--- src/rtl/load_store_unit_if.sv ---
// Shared load/store encodings plus the pipeline-side and bus-side
// handshake bundles of the load/store unit.
package lsu_pkg;
    typedef enum logic [2:0] {
        RD_NONE   = 3'd0,
        RD_BYTE   = 3'd1,
        RD_HALF   = 3'd2,
        RD_WORD   = 3'd3,
        RD_BYTE_U = 3'd4,
        RD_HALF_U = 3'd5
    } mem_read_t;

    typedef enum logic [1:0] {
        WR_NONE = 2'd0,
        WR_BYTE = 2'd1,
        WR_HALF = 2'd2,
        WR_WORD = 2'd3
    } mem_write_t;
endpackage

interface lsu_req_if;
    logic        req_valid;
    logic        req_ready;
    logic [31:0] req_addr;
    logic [31:0] req_wdata;
    logic [2:0]  req_read;
    logic [1:0]  req_write;
    logic        rsp_valid;
    logic [31:0] rsp_rdata;
    logic        rsp_fault;

    modport master (
        output req_valid, req_addr, req_wdata,
        output req_read, req_write,
        input  req_ready, rsp_valid, rsp_rdata, rsp_fault
    );

    modport slave (
        input  req_valid, req_addr, req_wdata,
        input  req_read, req_write,
        output req_ready, rsp_valid, rsp_rdata, rsp_fault
    );
endinterface

interface lsu_mem_if;
    logic        mem_req;
    logic        mem_we;
    logic [31:0] mem_addr;
    logic [3:0]  mem_be;
    logic [31:0] mem_wdata;
    logic        mem_gnt;
    logic        mem_rvalid;
    logic [31:0] mem_rdata;

    modport master (
        output mem_req, mem_we, mem_addr, mem_be, mem_wdata,
        input  mem_gnt, mem_rvalid, mem_rdata
    );

    modport slave (
        input  mem_req, mem_we, mem_addr, mem_be, mem_wdata,
        output mem_gnt, mem_rvalid, mem_rdata
    );
endinterface

--- src/rtl/load_store_unit.sv ---
// Multi-cycle load/store unit: splits or faults misaligned accesses,
// range-checks against the RAM window and extends load data.
module load_store_unit
    import lsu_pkg::*;
#(
    parameter logic [31:0] RAM_BASE         = 32'h0000_1000,
    parameter logic [31:0] RAM_SIZE         = 32'h0000_2000,
    parameter bit          SPLIT_MISALIGNED = 1'b1,
    parameter logic [31:0] BAD_DATA         = 32'hdead_beef
) (
    input logic        clk,
    input logic        rst_n,
    lsu_req_if.slave   pipe,
    lsu_mem_if.master  bus
);

    typedef enum logic [2:0] {
        S_IDLE,
        S_ISSUE0,
        S_WAIT0,
        S_ISSUE1,
        S_WAIT1,
        S_DONE
    } state_t;

    state_t state_q, state_d;

    logic [31:0] addr_q;
    logic [31:0] wdata_q;
    logic [2:0]  rd_q;
    logic [1:0]  wr_q;
    logic [31:0] word0_q;

    logic        mem_req_q, mem_req_d;
    logic        mem_we_q, mem_we_d;
    logic [31:0] mem_addr_q, mem_addr_d;
    logic [3:0]  mem_be_q, mem_be_d;
    logic [31:0] mem_wdata_q, mem_wdata_d;
    logic        rsp_valid_q, rsp_valid_d;
    logic        rsp_fault_q, rsp_fault_d;
    logic [31:0] rsp_rdata_q, rsp_rdata_d;

    logic        idle;
    logic [31:0] cur_addr;
    logic [31:0] cur_wdata;
    logic [2:0]  cur_rd;
    logic [1:0]  cur_wr;
    logic        is_rd;
    logic        is_wr;
    logic        sz_b;
    logic        sz_h;
    logic [2:0]  size;
    logic [1:0]  off;
    logic [6:0]  mask7;
    logic [6:0]  lanes;
    logic        crossing;
    logic [63:0] wshift;
    logic [32:0] last33;
    logic [32:0] win_end;
    logic        range_bad;
    logic        fault_c;
    logic        none_c;
    logic [63:0] pair;
    logic [31:0] d;
    logic [31:0] ext;
    logic [31:0] word_addr;

    assign idle      = (state_q == S_IDLE);
    assign cur_addr  = idle ? pipe.req_addr  : addr_q;
    assign cur_wdata = idle ? pipe.req_wdata : wdata_q;
    assign cur_rd    = idle ? pipe.req_read  : rd_q;
    assign cur_wr    = idle ? pipe.req_write : wr_q;

    assign is_rd = (cur_rd != RD_NONE);
    assign is_wr = (cur_wr != WR_NONE);
    assign off   = cur_addr[1:0];

    assign sz_b = (cur_rd == RD_BYTE) || (cur_rd == RD_BYTE_U)
                || (!is_rd && cur_wr == WR_BYTE);
    assign sz_h = (cur_rd == RD_HALF) || (cur_rd == RD_HALF_U)
                || (!is_rd && cur_wr == WR_HALF);

    always_comb begin
        size  = 3'd4;
        mask7 = 7'b000_1111;
        unique case (1'b1)
            sz_b: begin
                size  = 3'd1;
                mask7 = 7'b000_0001;
            end
            sz_h: begin
                size  = 3'd2;
                mask7 = 7'b000_0011;
            end
            default: begin
                size  = 3'd4;
                mask7 = 7'b000_1111;
            end
        endcase
    end

    assign lanes     = mask7 << off;
    assign crossing  = |lanes[6:4];
    assign wshift    = {32'b0, cur_wdata} << {off, 3'b000};
    assign word_addr = {cur_addr[31:2], 2'b00};

    // Window end compared in 33 bits so a top-of-space address cannot wrap.
    assign last33    = {1'b0, cur_addr} + {30'b0, size} - 33'd1;
    assign win_end   = {1'b0, RAM_BASE} + {1'b0, RAM_SIZE};
    assign range_bad = (cur_addr < RAM_BASE) || (last33 >= win_end);

    assign none_c  = !is_rd && !is_wr;
    assign fault_c = (is_rd && is_wr)
                   || (cur_rd[2:1] == 2'b11)
                   || (!none_c && range_bad)
                   || (!none_c && crossing && !SPLIT_MISALIGNED);

    assign pair = (state_q == S_WAIT1) ? {bus.mem_rdata, word0_q}
                                       : {32'b0, bus.mem_rdata};
    assign d    = 32'(pair >> {off, 3'b000});

    always_comb begin
        ext = d;
        unique case (cur_rd)
            RD_BYTE:   ext = {{24{d[7]}}, d[7:0]};
            RD_HALF:   ext = {{16{d[15]}}, d[15:0]};
            RD_BYTE_U: ext = {24'b0, d[7:0]};
            RD_HALF_U: ext = {16'b0, d[15:0]};
            default:   ext = d;
        endcase
    end

    always_ff @(posedge clk or negedge rst_n) begin
        if (!rst_n) begin
            state_q     <= S_IDLE;
            addr_q      <= '0;
            wdata_q     <= '0;
            rd_q        <= '0;
            wr_q        <= '0;
            word0_q     <= '0;
            mem_req_q   <= 1'b0;
            mem_we_q    <= 1'b0;
            mem_addr_q  <= '0;
            mem_be_q    <= '0;
            mem_wdata_q <= '0;
            rsp_valid_q <= 1'b0;
            rsp_fault_q <= 1'b0;
            rsp_rdata_q <= '0;
        end else begin
            state_q     <= state_d;
            mem_req_q   <= mem_req_d;
            mem_we_q    <= mem_we_d;
            mem_addr_q  <= mem_addr_d;
            mem_be_q    <= mem_be_d;
            mem_wdata_q <= mem_wdata_d;
            rsp_valid_q <= rsp_valid_d;
            rsp_fault_q <= rsp_fault_d;
            rsp_rdata_q <= rsp_rdata_d;
            if (idle && pipe.req_valid) begin
                addr_q  <= pipe.req_addr;
                wdata_q <= pipe.req_wdata;
                rd_q    <= pipe.req_read;
                wr_q    <= pipe.req_write;
            end
            if (state_q == S_WAIT0 && bus.mem_rvalid) begin
                word0_q <= bus.mem_rdata;
            end
        end
    end

    always_comb begin
        state_d = state_q;
        unique case (state_q)
            S_IDLE: begin
                if (pipe.req_valid) begin
                    state_d = (fault_c || none_c) ? S_DONE : S_ISSUE0;
                end
            end
            S_ISSUE0: if (bus.mem_gnt) state_d = S_WAIT0;
            S_WAIT0: begin
                if (bus.mem_rvalid) begin
                    state_d = crossing ? S_ISSUE1 : S_DONE;
                end
            end
            S_ISSUE1: if (bus.mem_gnt) state_d = S_WAIT1;
            S_WAIT1:  if (bus.mem_rvalid) state_d = S_DONE;
            S_DONE:   state_d = S_IDLE;
            default:  state_d = S_IDLE;
        endcase
    end

    // Outputs are computed from the next state so they can be registered.
    always_comb begin
        mem_req_d   = 1'b0;
        mem_we_d    = 1'b0;
        mem_addr_d  = '0;
        mem_be_d    = '0;
        mem_wdata_d = '0;
        rsp_valid_d = (state_d == S_DONE);
        rsp_fault_d = 1'b0;
        rsp_rdata_d = '0;
        if (state_d == S_ISSUE0) begin
            mem_req_d   = 1'b1;
            mem_we_d    = is_wr;
            mem_addr_d  = word_addr;
            mem_be_d    = lanes[3:0];
            mem_wdata_d = wshift[31:0];
        end else if (state_d == S_ISSUE1) begin
            mem_req_d   = 1'b1;
            mem_we_d    = is_wr;
            mem_addr_d  = word_addr + 32'd4;
            mem_be_d    = {1'b0, lanes[6:4]};
            mem_wdata_d = wshift[63:32];
        end
        if (rsp_valid_d && idle) begin
            rsp_fault_d = fault_c;
            rsp_rdata_d = fault_c ? BAD_DATA : 32'd0;
        end else if (rsp_valid_d) begin
            rsp_rdata_d = is_rd ? ext : 32'd0;
        end
    end

    assign pipe.req_ready = idle;
    assign pipe.rsp_valid = rsp_valid_q;
    assign pipe.rsp_fault = rsp_fault_q;
    assign pipe.rsp_rdata = rsp_rdata_q;

    assign bus.mem_req   = mem_req_q;
    assign bus.mem_we    = mem_we_q;
    assign bus.mem_addr  = mem_addr_q;
    assign bus.mem_be    = mem_be_q;
    assign bus.mem_wdata = mem_wdata_q;

endmodule
--- src/flat_wrapper.sv ---
// flat-port wrapper written by rule: the top's interface ports become plain ports
module load_store_unit_flat import lsu_pkg::*;
#(
    parameter logic [31:0] RAM_BASE         = 32'h0000_1000,
    parameter logic [31:0] RAM_SIZE         = 32'h0000_2000,
    parameter bit          SPLIT_MISALIGNED = 1'b1,
    parameter logic [31:0] BAD_DATA         = 32'hdead_beef
)
  (clk, rst_n, pipe_req_valid, pipe_req_addr, pipe_req_wdata, pipe_req_read, pipe_req_write, pipe_req_ready, pipe_rsp_valid, pipe_rsp_rdata, pipe_rsp_fault, bus_mem_req, bus_mem_we, bus_mem_addr, bus_mem_be, bus_mem_wdata, bus_mem_gnt, bus_mem_rvalid, bus_mem_rdata);
  lsu_req_if pipe_i ();
  lsu_mem_if bus_i ();
  input logic clk;
  input logic rst_n;
  input wire logic [$bits(pipe_i.req_valid)-1:0] pipe_req_valid;
  input wire logic [$bits(pipe_i.req_addr)-1:0] pipe_req_addr;
  input wire logic [$bits(pipe_i.req_wdata)-1:0] pipe_req_wdata;
  input wire logic [$bits(pipe_i.req_read)-1:0] pipe_req_read;
  input wire logic [$bits(pipe_i.req_write)-1:0] pipe_req_write;
  output wire logic [$bits(pipe_i.req_ready)-1:0] pipe_req_ready;
  output wire logic [$bits(pipe_i.rsp_valid)-1:0] pipe_rsp_valid;
  output wire logic [$bits(pipe_i.rsp_rdata)-1:0] pipe_rsp_rdata;
  output wire logic [$bits(pipe_i.rsp_fault)-1:0] pipe_rsp_fault;
  output wire logic [$bits(bus_i.mem_req)-1:0] bus_mem_req;
  output wire logic [$bits(bus_i.mem_we)-1:0] bus_mem_we;
  output wire logic [$bits(bus_i.mem_addr)-1:0] bus_mem_addr;
  output wire logic [$bits(bus_i.mem_be)-1:0] bus_mem_be;
  output wire logic [$bits(bus_i.mem_wdata)-1:0] bus_mem_wdata;
  input wire logic [$bits(bus_i.mem_gnt)-1:0] bus_mem_gnt;
  input wire logic [$bits(bus_i.mem_rvalid)-1:0] bus_mem_rvalid;
  input wire logic [$bits(bus_i.mem_rdata)-1:0] bus_mem_rdata;
  assign pipe_i.req_valid = pipe_req_valid;
  assign pipe_i.req_addr = pipe_req_addr;
  assign pipe_i.req_wdata = pipe_req_wdata;
  assign pipe_i.req_read = pipe_req_read;
  assign pipe_i.req_write = pipe_req_write;
  assign pipe_req_ready = pipe_i.req_ready;
  assign pipe_rsp_valid = pipe_i.rsp_valid;
  assign pipe_rsp_rdata = pipe_i.rsp_rdata;
  assign pipe_rsp_fault = pipe_i.rsp_fault;
  assign bus_mem_req = bus_i.mem_req;
  assign bus_mem_we = bus_i.mem_we;
  assign bus_mem_addr = bus_i.mem_addr;
  assign bus_mem_be = bus_i.mem_be;
  assign bus_mem_wdata = bus_i.mem_wdata;
  assign bus_i.mem_gnt = bus_mem_gnt;
  assign bus_i.mem_rvalid = bus_mem_rvalid;
  assign bus_i.mem_rdata = bus_mem_rdata;
  load_store_unit #(.RAM_BASE(RAM_BASE), .RAM_SIZE(RAM_SIZE), .SPLIT_MISALIGNED(SPLIT_MISALIGNED), .BAD_DATA(BAD_DATA)) u_core (.clk(clk), .rst_n(rst_n), .pipe(pipe_i), .bus(bus_i));
endmodule
--- config.mk ---
export PLATFORM = sky130hd
export DESIGN_NAME = load_store_unit_flat
export DESIGN_NICKNAME = d
export VERILOG_FILES = /design/src/rtl/load_store_unit_if.sv /design/src/rtl/load_store_unit.sv /design/src/flat_wrapper.sv
export SDC_FILE = /design/constraint.sdc
export NUM_CORES = 1
export LEC_CHECK = 0
export ABC_AREA = 1
export ABC_CLOCK_PERIOD_IN_PS = 4450
export CAP_MARGIN = 25
export CORE_UTILIZATION = 45
export CTS_BUF_LIST = sky130_fd_sc_hd__clkbuf_2 sky130_fd_sc_hd__clkbuf_4 sky130_fd_sc_hd__clkbuf_8
export DETAILED_ROUTE_END_ITERATION = 16
export GPL_ROUTABILITY_DRIVEN = 0
export HOLD_SLACK_MARGIN = 0.08
export PLACE_DENSITY_LB_ADDON = 0.3
export SLEW_MARGIN = 5
export SYNTH_ARGS = -nofsm -noshare
export SYNTH_HDL_FRONTEND = slang
export SYNTH_SLANG_ARGS = --single-unit
--- constraint.sdc ---
create_clock -name clk -period 4.45 [get_ports clk]
set_clock_uncertainty 0.15 [all_clocks]
set_input_delay 0.445 -clock clk [delete_from_list [all_inputs] [get_ports clk]]
set_output_delay 0.445 -clock clk [all_outputs]
set_load 0.01 [all_outputs]
* Word-level counts from Yosys, hierarchy flattened *
Index checks and enable logic that the tools add are counted.

storage, ports and cells
  bits in registers = 208
  bits in latches = 0
  memory bits (writable) = 0
  ROM bits = 0
  input bits = 106
  output and inout bits = 105
  word-level logic and storage cells = 90
  memories = 0

operators by class
  add/sub/neg operators = 3
  multipliers = 0
  divide/modulo/power cells = 0
  magnitude comparators = 2
  equality and inequality tests = 14
  shift-type cells = 3
  muxes and demuxes = 31
  bitwise gates (word level) = 0
  reduce and logical (&&, ||, !) cells = 23

operator list
  operator                                                             number
  two-way mux 32 bit                                                   10
  case mux 32 bit (4 select lines)                                     1
  two-way mux 64 bit                                                   1
  left shift 32 x 5 -> 64 bit                                          1
  right shift 64 x 5 -> 32 bit                                         1
  adder 32 x 3 -> 33 bit                                               1
  greater-or-equal comparator 33 x 14 -> 1 bit, second input constant  1
  subtractor 33 x 1 -> 33 bit, second input constant                   1
  adder 32 x 3 -> 32 bit, second input constant                        1
  < comparator 32 x 13 -> 1 bit, second input constant                 1
  two-way mux 3 bit                                                    9
  case mux 3 bit (5 select lines)                                      1
  equality test 3 x 2 -> 1 bit, second input constant                  4
  equality test 3 bit, second input constant                           4
  equality test 3 x 1 -> 1 bit, second input constant                  3
  logical AND 1 bit                                                    8
  logical OR 1 bit                                                     8
  case mux 4 bit (2 select lines)                                      1
  left shift 4 x 2 -> 7 bit                                            1
  case mux 3 bit (2 select lines)                                      1
  two-way mux 1 bit                                                    5
  equality test 2 bit, second input constant                           2
  two-way mux 4 bit                                                    1
  zero test 1 bit                                                      3
  other kinds (6)                                                      6

* Logic depth before layout (Yosys ltp) *
Gate-level depths: netlist of the first run.

  word-level depth = 20
  gate-level depth with buffers = 37
  gate-level depth less buffers = 35

* Worst setup path after synthesis of the first run *
No wires, ideal clock.

  path kind = flip-flop to flip-flop
  start point = register u_core.state_q[1]
  end point = register u_core.rsp_rdata_q[10], in the netlist u_core.pipe.rsp_rdata[10]
  arrival = 4.080 ns
  data required time = 4.232 ns
  path slack = 0.152 ns
  cell stages (with the launch flop) = 36
  cells stage by stage = dfrtp_1 nor2_2 nand2_2 buf_6 inv_2 buf_4 nand2_1 o21ai_2 buf_4 clkbuf_1 clkbuf_1 ha_1 inv_1 ha_1 inv_1 fa_1 inv_1 nand2_1 nand2_1 nand3_1 nand2_1 nand2_1 nand2_1 nand2_1 nand2_1 nand2_1 nand3_1 nor2_1 nand2_1 nor2_1 nand3_1 nand2_1 buf_4 buf_4 nand4_1 nand2_1

between the ends
  cells in the longest elaborated chain, start to end = 20
  elaborated cells on any way between the ends = 58
  those cells by class = add/sub: 2; order compare: 2; eq/ne: 12; shift: 2; mux: 19; reduce/logical: 21

ends and longest elaborated chain
  element                                                  RTL line                                                              source
  from (decl)                                              load_store_unit.sv:26                                                 state_t state_q, state_d;
  from (signal assigned)                                   load_store_unit.sv:150                                                state_q <= state_d;
  zero test 3 bit                                          load_store_unit.sv:68, load_store_unit.sv:173
  two-way mux 3 bit                                        load_store_unit.sv:71                                                 assign cur_rd = idle ? pipe.req_read : rd_q;
  nonzero test 3 bit                                       load_store_unit.sv:74                                                 assign is_rd = (cur_rd != RD_NONE);
  zero test 1 bit                                          load_store_unit.sv:79, load_store_unit.sv:81, load_store_unit.sv:112
  logical AND 1 bit, on equally long branches              load_store_unit.sv:81, load_store_unit.sv:79
  logical OR 1 bit, on equally long branches               load_store_unit.sv:81, load_store_unit.sv:79
  case mux 3 bit (2 select lines)                          load_store_unit.sv:86                                                 unique case (1'b1)
  adder 32 x 3 -> 33 bit                                   load_store_unit.sv:108                                                assign last33 = {1'b0, cur_addr} + {30'b0, size} - 33'd1;
  [... 5 more ...]                                         --
  logical OR 1 bit                                         load_store_unit.sv:176                                                state_d = (fault_c || none_c) ? S_DONE : S_ISSUE0;
  two-way mux 3 bit                                        load_store_unit.sv:176
  two-way mux 3 bit                                        load_store_unit.sv:175                                                if (pipe.req_valid) begin
  case mux 3 bit (5 select lines)                          load_store_unit.sv:173                                                unique case (state_q)
  equality test 3 bit                                      load_store_unit.sv:199                                                rsp_valid_d = (state_d == S_DONE);
  two-way mux 32 bit or logical AND 1 bit (tied branches)  load_store_unit.sv:218, load_store_unit.sv:215
  two-way mux 32 bit (*)                                   load_store_unit.sv:215                                                if (rsp_valid_d && idle) begin
  net u_core.rsp_rdata_d[10]                               load_store_unit.sv:41                                                 logic [31:0] rsp_rdata_q, rsp_rdata_d;
  to (signal assigned)                                     load_store_unit.sv:158                                                rsp_rdata_q <= rsp_rdata_d;
  to (decl)                                                load_store_unit.sv:41

Mark *: on every way through the listed nets, which the timed path passes. The rest lies on a longest branch.
A chain may end at the register's enable or synchronous reset.

* Worst setup path in the final report of the first run *
  start point = register u_core.state_q[1]
  end point = register u_core.rsp_rdata_q[2], in the netlist u_core.pipe.rsp_rdata[2]

Same word-level chain as after synthesis.

==> out/results.txt, run 1 <==
Nets: 2,682
IO Pins: 211
CP dominant cell by count: nand2_1
R2r setup slk: -0.05 ns
Synth Instances: 2,231
Area Overhead vs Synth: 29.44%
First-pass GRT wire length: 76,090 microns
Core area: 32,450 sq um
Post-DP HPWL: 34,510 microns
Number of synthesized register bits: 206
CTS tree: built
Hold EP: u_core.wdata_q[30]
Final core utilization: 59.18%
DR vias: 16,070
Hold Startpoint: pipe_req_wdata[30]
Vias in the first global route: 15,020
Setup ws final: -0.05094 ns
Core Rows: 66
Setup_tns: -1.153 ns
Req. time, crit path: 4.79 ns
Root buffer cell: clkbuf_8
Clock Latency Late Sink: 0.55 ns
Worst-path clk slew: 0.06 ns
Max-Cap Viols: 0
Hold Path Stages: 3
GRT Total Usage: 28.03%
Failing checks: setup timing
Synth Cell Area: 14,840 sq um
Initial Util: 45.72%
Critical-path top delay cell: dfrtp_1
Vias per cell: 5.422
Antenna violations before repair: 0
Endpoint class of the critical path: register
Worst setup SP type: register
H-Tree Depth: 2
GRT overflow: 0
Cell count after placement: 2,879
Chip height: 183.6 microns
Minimum clock period after layout: 4.501 ns
Pins Over Slew Limit: 0
Die width: 183.6 microns
Drt wl/cell: 16.43 microns
RR Startpoint: u_core.state_q[1]
Layout cells sized above 1: 12.81%
Ys flop type: dfrtp_1
Synth top area cells: dfrtp_1, nand2_1, o21ai_0
R2R cell count: 34
First-iteration detailed-routing DRC count: 1,749
Synth cell count leaders: nand2_1, inv_1, o21ai_0
Critical path class: reg -> reg
1st-pass router iterations: 7
Area share of the largest cell type after synthesis: 34.74%
R2r endpoint: u_core.pipe.rsp_rdata[2]
Diodes inserted: 0
Clk sinks: 206
Fmax: 0.2222 GHz
Num CTS Buffers: 36
Max clock buf depth: 3
Hold Path Class: in -> reg
Setup violators final: 61
Final Cycle Share: 101.1%
Slew @ Worst Pin: 0.9743 ns
Largest net degree at the start of global routing: 110
FILL cells: 2,971
Final Hold Fails: 0
Max incr delay on CP: 0.40 ns
Post-Layout Cell Count: 2,964
Post-synthesis cell type count: 46
EDFF count, synth: 0
CP Data Arrival Time: 4.84 ns
Total die area: 33,710 sq um
Count leader, synth: nand2_1
Outcome: finished with violations
Mean Syn Cell Area: 6.651 sq um
RSZ-0062 raised after global routing: yes
Post-synth top area cell: dfrtp_1
Ys Warns: 0
Antenna Nets Post-Route: 0
Relative slew slack: 35.04%
# port buffers: 208
Total routed wirelength: 48,700 microns
Seq/Total Area, Yosys: 34.74%
Setup WS pre-CTS: -0.3188 ns
Drt drc: 0
Async SR Flop Fraction: 100.0%
Worst-path maximum fanout: 15
-- how the worst max path moves through the flow --
stage | startpoint | endpoint | slack, ns | cells after the start
after detailed placement | pipe_req_read[2] | u_core.bus.mem_wdata[29] | -0.32 | 32
final | u_core.state_q[1] | u_core.pipe.rsp_rdata[2] | -0.05 | 34
after CTS | u_core.state_q[0] | u_core.bus.mem_addr[6] | 0.0002 | 36
after global placement | pipe_req_read[2] | u_core.bus.mem_addr[6] | -0.26 | 35
after global routing | u_core.state_q[1] | u_core.bus.mem_addr[4] | -0.33 | 33
after floorplan | u_core.state_q[1] | u_core.pipe.rsp_rdata[10] | 0.15 | 35
-- through the flow --
stage	hold slack, ns	cell area [sq um]
2_1_floorplan	-0.0005911	14840
3_3_place_gp	0.3035	17890
3_5_place_dp	0.3082	17910
4_1_cts	0.2794	18730
5_1_grt	0.3201	19210
6_report	0.3067	19210
-- state kept, by name (all words and copies together), names as in the netlist --
signal and cells:
u_core.bus.mem_wdata 32, u_core.rd_q 3, u_core.wdata_q 32, u_core.pipe.rsp_rdata 32, u_core.bus.mem_req 1, u_core.word0_q 32
u_core.state_q 3, u_core.addr_q 32, u_core.wr_q 2, u_core.bus.mem_we 1, u_core.bus.mem_addr 30, u_core.pipe.rsp_fault 1
u_core.pipe.rsp_valid 1, u_core.bus.mem_be 4
-- cell families (layout without fill, tap and decap cells) --
logic type               count (synthesis)  count (layout)  share of synthesized area, %
adder cells (fa/ha/maj)                 76              76                         6.459
flip-flops                             206             206                         34.74
XOR/XNOR                                23              23                         1.357
AO/OA/AOI/OAI                          342             342                         12.34
other                                    1               2                       0.02527
AND/OR/NAND/NOR                       1187            1189                         34.05
buffers and inverters                  386             674                         10.35
multiplexers                            10              10                        0.6746
-- layer usage --
layer  vias up  global-route usage (%)  share of wire (%)
met3       141                   4.992                8.7
met5         -                       0                  0
met4         0                   11.07                3.9
li1       7668                       -                  -
met1      7444                   38.51                 44
met2       819                   43.65                 44
-- timing repair --
action                     CTS  global route
gates resized for setup     12            70
buffers inserted             5            11
setup endpoints to repair  102           103
pin swaps                    6            35
hold endpoints to repair   106             0
gates cloned                 1             6
hold buffers                 1             0
-- layout make-up --
class,instances,area [sq um],area share (%)
repair buffers,343,3332,17.35
flip-flops and latches,206,5155,26.84
clock buffers,56,701.9,3.654
multi-input cells,1642,8419,43.83
clock inverters,4,26.28,0.1368
inverters,271,1020,5.309
well taps,442,553.0,2.879
-- placed cells by master, fill, tap and decap left out, types with 46 or more instances in the layout --
master / synthesis / final
o21ai_0: 228 / 217
ha_1: 75 / 72
nand3_1: 85 / 79
nand2_1: 766 / 750
clkbuf_8: 0 / 46
clkdlybuf4s50_1: 0 / 207
buf_4: 9 / 116
a21oi_1: 60 / 56
inv_1: 253 / 248
dfrtp_1: 206 / 206
nand4_1: 106 / 106
nor2_1: 152 / 141
-- worst max-delay path: cells and delay by family, from the launching register on --
| kind | cells | cell delay, ns |
|---|---|---|
| AOI/OAI and AO/OA | 2 | 0.26 |
| and+or+nand+nor | 22 | 2.16 |
| DFF | 1 | 0.40 |
| buffers and inverters | 7 | 0.81 |
| adders and majority gates | 3 | 0.69 |
Power of run 1 is left out: the tool's default activity adds up to more than one toggle a clock period on the data nets, which glitch-free logic cannot reach.
==> run 2: changes to the inputs <==
--- a/config.mk
+++ b/config.mk
@@ -8,7 +8,7 @@
 export ABC_AREA = 1
 export ABC_CLOCK_PERIOD_IN_PS = 4450
 export CAP_MARGIN = 25
-export CORE_UTILIZATION = 45
+export CORE_UTILIZATION = 52
 export CTS_BUF_LIST = sky130_fd_sc_hd__clkbuf_2 sky130_fd_sc_hd__clkbuf_4 sky130_fd_sc_hd__clkbuf_8
 export DETAILED_ROUTE_END_ITERATION = 16
 export GPL_ROUTABILITY_DRIVEN = 0
==> run 2 against run 1 <==
The flow still finishes with violations (setup timing). Register-to-register slack got worse by 0.07 ns. Non-clock buffer count fell by 6. Via count rose by 0.62%. Die area fell by 13%. Utilization rose by 10 points. Hold slack improved by 0.013 ns. Sequential share of layout area fell by 0.19 points. Global-route usage rose by 4.1 points. Sequential cell count did not move. Critical path depth fell by 3. Critical path type unchanged. Highest routed layer is now met5.
==> out/results.txt, run 2 (synthesis gave the netlist of run 1 again) <==
Max incr delay on CP: 0.42 ns
Slew @ Worst Pin: 1.002 ns
Post-DP HPWL: 33,600 microns
Critical path class: reg -> reg
Vias in the first global route: 15,260
Area Overhead vs Synth: 30.35%
Max-Cap Viols: 0
Commonest cells after routing, fill and taps aside: nand2_1, inv_1, o21ai_0, clkdlybuf4s50_1, dfrtp_1
GRT overflow: 0
GRT Total Usage: 32.11%
DR vias: 16,170
Total die area: 29,220 sq um
Antenna violations before repair: 3
Dpl cell area: 17,730 sq um
Setup WS pre-CTS: -0.4476 ns
Drt drc: 0
Die width: 170.9 microns
Critical-path top delay cell: fa_2
Total routed wirelength: 48,150 microns
CP startpoint: u_core.state_q[1]
Hold Startpoint: pipe_req_wdata[11]
Final Hold Fails: 0
Max clock buf depth: 3
1st-pass router iterations: 7
Core Rows: 61
Failing checks: setup timing
FILL cells: 2,261
Setup violators final: 101
Num CTS Buffers: 38
IO Pins: 211
Largest net degree at the start of global routing: 114
First-iteration detailed-routing DRC count: 1,943
Layout cells sized above 1: 13.80%
Core area: 27,930 sq um
Endpoint class of the critical path: register
Minimum clock period after layout: 4.568 ns
Drt wl/cell: 16.59 microns
H-Tree Depth: 2
Clk sinks: 206
Commonest non-fill, non-tap cell in the layout: nand2_1
CTS tree: built
Antenna Nets Post-Route: 0
Clock Latency Late Sink: 0.55 ns
Pins Over Slew Limit: 0
Final Cycle Share: 102.6%
CP Data Arrival Time: 4.89 ns
Root buffer cell: clkbuf_8
Final core utilization: 69.24%
Initial Util: 53.12%
First-pass GRT wire length: 74,930 microns
Final instance area: 19,340 sq um
Chip height: 170.9 microns
RR Startpoint: u_core.state_q[1]
Worst-path maximum fanout: 6
Worst-path clk slew: 0.06 ns
Hold Path Class: in -> reg
Outcome: finished with violations
Setup ws final: -0.1176 ns
Req. time, crit path: 4.78 ns
Fmax: 0.2189 GHz
Worst setup SP type: register
RSZ-0062 raised after global routing: yes
Nets: 2,677
Vias per cell: 5.572
Relative slew slack: 33.20%
# port buffers: 208
-- run 2: cell type report --
type	instances	area (sq um)	share of cell area [%]
multi-input cells	1641	8608	44.50
repair buffers	337	3286	16.99
diodes	2	5.005	0.02587
inverters	271	1020	5.272
clock buffers	62	759.5	3.927
well taps	378	473.0	2.445
clock inverters	5	36.28	0.1876
flip-flops and latches	206	5155	26.65
-- run 2: routing by layer --
metal | track usage (%) | vias up | share of wire [%]
met5 | 1.217 | - | 0.027
met4 | 13.63 | 2 | 4.0
met3 | 4.811 | 162 | 9.0
met2 | 51.85 | 924 | 45
met1 | 42.78 | 7410 | 42
li1 | - | 7673 | -
-- run 2: metrics by stage --
| stage | setup TNS, ns | instances | hold slack, ns |
|---|---|---|---|
| 2_1_floorplan | 0 | 2232 | -0.0005911 |
| 3_3_place_gp | -18.71 | 2805 | 0.3036 |
| 3_5_place_dp | -37.30 | 2805 | 0.3074 |
| 4_1_cts | -0.5432 | 2886 | 0.2998 |
| 5_1_grt | -32.45 | 2901 | 0.3094 |
| 6_report | -7.609 | 2902 | 0.3197 |
-- run 2: path summary, 6_finish.rpt --
kind | to | slack [ns] | cells after the start
max in group asynchronous | u_core.addr_q[7] | 2.66 | 3
min reg2reg | u_core.addr_q[4] | 0.32 | 2
max | u_core.bus.mem_wdata[19] | -0.12 | 31
min in group asynchronous | u_core.wdata_q[3] | 0.41 | 2
min | u_core.wdata_q[11] | 0.32 | 3
max reg2reg | u_core.bus.mem_wdata[19] | -0.12 | 31
-- run 2: critical path: cells and delay by family, from the launching register on --
kind / cells / cell delay (ns)
AOI/OAI and AO/OA: 2 / 0.27
xor gates and xnor gates: 1 / 0.20
adders and majority gates: 2 / 0.63
buffers and inverters: 7 / 0.84
DFF: 1 / 0.41
and+or+nand+nor: 19 / 1.98
-- run 2: repair_timing --
item / 4_1_cts / 5_1_grt
hold buffers: 1 / 0
gates cloned: 2 / 4
endpoints found under the setup margin: 103 / 103
pin swaps: 13 / 44
setup buffers: 11 / 10
resized for setup: 26 / 100
endpoints found under the hold margin: 111 / 0
Power of run 2 is left out for the same reason.
